[src/rtl/bcp_clause_scanner.sv]
// Clause-table BCP scanner: evaluates one stored clause per cycle against an
// assignment snapshot, streams unit implications and stops on the first conflict.
module bcp_clause_scanner #(
  parameter int VAR_NUM    = 8,
  parameter int VAR_W      = 3,
  parameter int CLAUSE_NUM = 16,
  parameter int ADDR_W     = 4,
  parameter int CNT_W      = 8
) (
  input  logic               clk,
  input  logic               reset_n,
  input  logic               wr_en,
  input  logic [ADDR_W-1:0]  wr_addr,
  input  logic [VAR_NUM-1:0] wr_mask,
  input  logic [VAR_NUM-1:0] wr_type,
  input  logic               start,
  input  logic [VAR_NUM-1:0] assignment,
  input  logic [VAR_NUM-1:0] free,
  output logic               busy,
  output logic               done,
  output logic               impl_valid,
  input  logic               impl_ready,
  output logic [VAR_W-1:0]   impl_var,
  output logic               impl_value,
  output logic [ADDR_W-1:0]  impl_clause,
  output logic               conflict,
  output logic [ADDR_W-1:0]  conflict_clause,
  output logic [CNT_W-1:0]   unit_count
);

  typedef enum logic [1:0] {IDLE, SCAN, EMIT, DONE} state_t;

  localparam logic [ADDR_W-1:0] LAST = ADDR_W'(CLAUSE_NUM - 1);

  state_t state, state_nxt;

  logic [CLAUSE_NUM-1:0]              tbl_vld;
  logic [CLAUSE_NUM-1:0][VAR_NUM-1:0] tbl_mask;
  logic [CLAUSE_NUM-1:0][VAR_NUM-1:0] tbl_type;

  logic [VAR_NUM-1:0] snap_asg, snap_free;
  logic [ADDR_W-1:0]  idx;

  logic               cur_vld;
  logic [VAR_NUM-1:0] cur_mask, cur_type;
  logic [VAR_NUM-1:0] lit_true, lit_free;
  logic [VAR_W:0]     nfree;
  logic [VAR_W-1:0]   free_pos;
  logic               sat, unit, confl;

  logic take_start, take_confl, take_unit, take_hs, adv;

  assign cur_vld  = tbl_vld[idx];
  assign cur_mask = tbl_mask[idx];
  assign cur_type = tbl_type[idx];

  // Per-variable literal evaluation against the snapshot.
  for (genvar i = 0; i < VAR_NUM; i++) begin : g_lit
    assign lit_true[i] = cur_mask[i] & ~snap_free[i] & (snap_asg[i] == cur_type[i]);
    assign lit_free[i] = cur_mask[i] & snap_free[i];
  end

  always_comb begin
    nfree    = '0;
    free_pos = '0;
    for (int i = 0; i < VAR_NUM; i++) begin
      if (lit_free[i]) begin
        nfree    = nfree + (VAR_W+1)'(1);
        free_pos = VAR_W'(i);
      end
    end
  end

  assign sat   = |lit_true;
  assign unit  = ~sat & (nfree == (VAR_W+1)'(1));
  assign confl = ~sat & (nfree == '0);

  assign busy       = (state == SCAN) || (state == EMIT);
  assign done       = (state == DONE);
  assign impl_valid = (state == EMIT);

  always_ff @(posedge clk) begin
    if (!reset_n) state <= IDLE;
    else          state <= state_nxt;
  end

  always_comb begin
    state_nxt  = state;
    take_start = 1'b0;
    take_confl = 1'b0;
    take_unit  = 1'b0;
    take_hs    = 1'b0;
    adv        = 1'b0;
    case (state)
      IDLE: if (start) begin
        take_start = 1'b1;
        state_nxt  = SCAN;
      end
      SCAN: begin
        // Conflict outranks unit so a falsified clause always aborts.
        if (cur_vld && confl) begin
          take_confl = 1'b1;
          state_nxt  = DONE;
        end else if (cur_vld && unit) begin
          take_unit = 1'b1;
          state_nxt = EMIT;
        end else if (idx == LAST) begin
          state_nxt = DONE;
        end else begin
          adv = 1'b1;
        end
      end
      EMIT: if (impl_ready) begin
        take_hs = 1'b1;
        if (idx == LAST) state_nxt = DONE;
        else begin
          adv       = 1'b1;
          state_nxt = SCAN;
        end
      end
      DONE:    state_nxt = IDLE;
      default: state_nxt = IDLE;
    endcase
  end

  always_ff @(posedge clk) begin
    if (!reset_n) begin
      tbl_vld         <= '0;
      tbl_mask        <= '0;
      tbl_type        <= '0;
      snap_asg        <= '0;
      snap_free       <= '0;
      idx             <= '0;
      impl_var        <= '0;
      impl_value      <= 1'b0;
      impl_clause     <= '0;
      conflict        <= 1'b0;
      conflict_clause <= '0;
      unit_count      <= '0;
    end else begin
      if (wr_en && !busy) begin
        tbl_vld[wr_addr]  <= 1'b1;
        tbl_mask[wr_addr] <= wr_mask;
        tbl_type[wr_addr] <= wr_type;
      end
      if (take_start) begin
        snap_asg        <= assignment;
        snap_free       <= free;
        idx             <= '0;
        unit_count      <= '0;
        conflict        <= 1'b0;
        conflict_clause <= '0;
      end
      if (take_confl) begin
        conflict        <= 1'b1;
        conflict_clause <= idx;
      end
      if (take_unit) begin
        impl_var    <= free_pos;
        impl_value  <= cur_type[free_pos];
        impl_clause <= idx;
      end
      if (take_hs && (unit_count != '1)) unit_count <= unit_count + CNT_W'(1);
      if (adv) idx <= idx + ADDR_W'(1);
    end
  end

endmodule

[config.mk]
export PLATFORM = sky130hd
export DESIGN_NAME = bcp_clause_scanner
export DESIGN_NICKNAME = d
export VERILOG_FILES = /design/src/rtl/bcp_clause_scanner.sv
export SDC_FILE = /design/constraint.sdc
export NUM_CORES = 1
export LEC_CHECK = 0
export CAP_MARGIN = 20
export CORE_MARGIN = 5
export CORE_UTILIZATION = 55
export CTS_CLUSTER_SIZE = 10
export DETAILED_ROUTE_END_ITERATION = 7
export PLACE_DENSITY = 0.77
export SLEW_MARGIN = 20
export SYNTH_ARGS = -nofsm -noshare
export SYNTH_HDL_FRONTEND = slang
export SYNTH_SLANG_ARGS = --single-unit
[constraint.sdc]
create_clock -name clk -period 6.5 [get_ports clk]
set_input_delay 0.65 -clock clk [delete_from_list [all_inputs] [get_ports clk]]
set_output_delay 0.65 -clock clk [all_outputs]
set_load 0.01 [all_outputs]
==> flow_metrics.py <==
metrics = {
    "setup_path": {
        "path_class": "register to register",
        "required_ns": 6.89,
        "r2r-start": "idx[0]",
        "crit_top_cell": "ha_1",
        "slowest_stage": "mux4_2",
        "startpoint": "idx[0]",
        "crit_path_start_kind": "register",
        "critPathMaxFanout": 6,
        "max_stage_delay_ns": 0.54,
        "end_kind": "register",
        "cp.arrival_ns": 6.63,
    },
    "finish": {
        "multi_input_area_um2": 7661,
        "regArea_um2": 6317,
        "nFillCells": 2145,
        "finalNetCount": 1819,
        "mostFrequentLayoutCells": "605 x nand2_1, 312 x dfxtp_1, 296 x a21oi_1",
        "final_common_cell": "nand2_1",
        "drive_gt1_share_pct": 10.28,
        "layout.cells.non_filler": 2105,
        "synthToLayoutAreaGrowth_pct": 13.24,
        "antenna_cells": 0,
    },
    "cts": {
        "cts_root_buf": "clkbuf_16",
        "clkLatencyLatePin_ns": 0.53,
        "cts_buffer_depth": 3,
        "cts_tree": "done",
        "path_clk_slew_ns": 0.06,
        "htree_num_levels": 2,
        "ctsHoldBuffers": 0,
        "clkSinkCount": 315,
        "numCtsBuffers": 37,
    },
    "timing": {
        "worst_slack_ns": 0.2653,
        "layout_worst_path_cycle_share_pct": 95.92,
        "tns_ns": 0,
        "slew_headroom_pct": 22.72,
        "finalHoldViolCount": 0,
        "finalCriticalPeriod_ns": 6.235,
        "slew_viol_final": 0,
        "fin_worst_skew_ns": 0.01460,
        "grt_setup_unrepaired": "no",
        "fmax_mhz": 160.4,
        "final-setup-viol-count": 0,
        "tightest_slew_ns": 1.158,
    },
    "routing": {
        "met1Wirelength_mm": 16.52,
        "wl_met2_mm": 19.92,
        "route.detailed.drc": 0,
        "drt-pass1-iter-count": 5,
        "detail_route.vias_per_cell": 6.071,
        "drt_iter0_drc": 1467,
        "drtAntennaViolNets": 0,
        "wl_per_cell_um": 20.05,
        "top_layer": "met4",
        "met3_wirelength_mm": 4.214,
        "wl_mm": 42.21,
        "vias": 12780,
    },
    "die": {
        "rows": 59,
        "initial_utilization_pct": 55.72,
        "die_h_um": 172.2,
        "die-area_um2": 29670,
        "ios": 65,
        "core_area_um2": 25980,
        "die_w_um": 172.2,
    },
    "synth": {
        "async_flop_share_pct": 0,
        "synth_area_um2": 14480,
        "avgSynthCellArea_um2": 8.175,
        "syn-instance-count": 1771,
        "synth_edf_count": 0,
        "ys_seq_elements": 315,
        "synth.distinct_cells": 68,
        "synth.top_cell.area_share_pct": 43.56,
        "ys_warn_count": 0,
        "synth_top_area_cell": "dfxtp_1",
        "synth_ff_type": "dfxtp_1",
        "ys_seq_area_share_pct": 43.56,
        "synth_nets": 1826,
        "synthTopCellsByArea": "dfxtp_1 44%, nand2_1 16%, a21oi_1 10%",
    },
    "global_routing": {
        "antenna_found_initial": 0,
        "grt_pass1_wl_mm": 65.37,
        "overflow": 0,
        "grt.total_usage_pct": 27.98,
        "grt_pass1_vias": 12081,
        "grt_start_max_net_pins": 171,
    },
    "placement": {
        "dpl.hpwl_mm": 26.04,
        "dp_cells": 2048,
        "portBuffers": 64,
        "dpl_worst_slack_ns": 0.03678,
        "gp_congestion": 0.9080,
    },
    "pwr": {
        "powerDensity_nw_per_um2": 275.0,
        "p_leak_nw": 5.481,
        "vdd_drop_max_uv": 214.6,
    },
    "hold_path": {
        "hp-class": "register to register",
        "hp-start": "tbl_type[58]",
    },
    "outcome": {
        "status": "finished clean",
    },
    "flow_run": {
        "maxCapViolCount": 0,
    },
}
where the power goes:
group,internal (W),switching [W]
clock network,0.00106,0.000771
logic,0.000225,0.000414
registers,0.00199,0.0000465
sequential cells by signal, indices dropped and copies added (netlist names):
signal / flops
conflict_clause: 4
idx: 4
tbl_vld: 16
conflict: 1
unit_count: 8
tbl_type: 128
tbl_mask: 128
impl_clause: 4
state: 2
impl_var: 3
snap_asg: 8
snap_free: 8
impl_value: 1
synth_stat cells, drive strengths merged (14+ instances only):
master and number:
o21ai 19, dfxtp 315, ha 14, nand3 25
inv 24, nor2 72, nand2 605, mux4 59
a21oi 299, clkbuf 111, nor3 14, mux2i 54
buf 28
what timing repair did:
action                                  4_1_cts  5_1_grt
endpoints found under the setup margin        0       19
hold endpoints to repair                      0        0
buffers inserted                              0       11
resized for setup                             0       10
routing by layer:
layer,vias up,track usage [%]
met3,129,6.447
met5,-,0
met4,0,10.18
met2,642,46.41
met1,6062,35.99
li1,5947,-
stage by stage:
| step | util (%) | instance area (µm²) | hold WS [ns] | power (W) |
|---|---|---|---|---|
| 6_report | 63.09 | 16390 | 0.4496 | 0.004508 |
| 5_1_grt | 63.09 | 16390 | 0.4653 | 0.004657 |
| 4_1_cts | 62.46 | 16230 | 0.4511 | 0.004477 |
| 3_5_place_dp | 58.55 | 15210 | 0.4437 | 0.002674 |
| 3_3_place_gp | 58.55 | 15210 | 0.4383 | 0.002658 |
| 2_1_floorplan | - | 14550 | 0.4329 | 0.002494 |
final cells by class:
type	count	area share [%]
clock inverter	2	0.2213
multi-input combinational	1293	46.73
clock buffer	43	5.976
timing repair buffer	92	5.365
inverter	25	0.6182
tap	335	2.557
sequential	315	38.53
worst paths after layout:
kind                        end  slack (ns)  cells past startpoint
max          conflict_clause[3]        0.27                     28
min                tbl_type[58]        0.45                      2
max reg2reg  conflict_clause[3]        0.27                     28
min reg2reg        tbl_type[58]        0.45                      2
logic make-up after synthesis:
family / after synthesis / synth area share, %
buf+inv: 164 / 4.477
flops: 315 / 43.56
xor+xnor: 21 / 1.659
mux: 122 / 13.64
compound gates: 367 / 14.01
simple gates: 768 / 21.45
fa+ha+maj: 14 / 1.210
worst max-delay path, delay by kind of cell (launching register included):
kind | cells | cell delay, ns
AND/OR/NAND/NOR | 5 | 0.77
flip-flops | 1 | 0.36
XOR/XNOR | 1 | 0.11
multiplexers | 4 | 1.53
buffers and inverters | 6 | 0.55
AO/OA/AOI/OAI | 6 | 1.03
adder cells (fa/ha/maj) | 6 | 1.76
No activity file was read; power rests on OpenSTA's default activity.
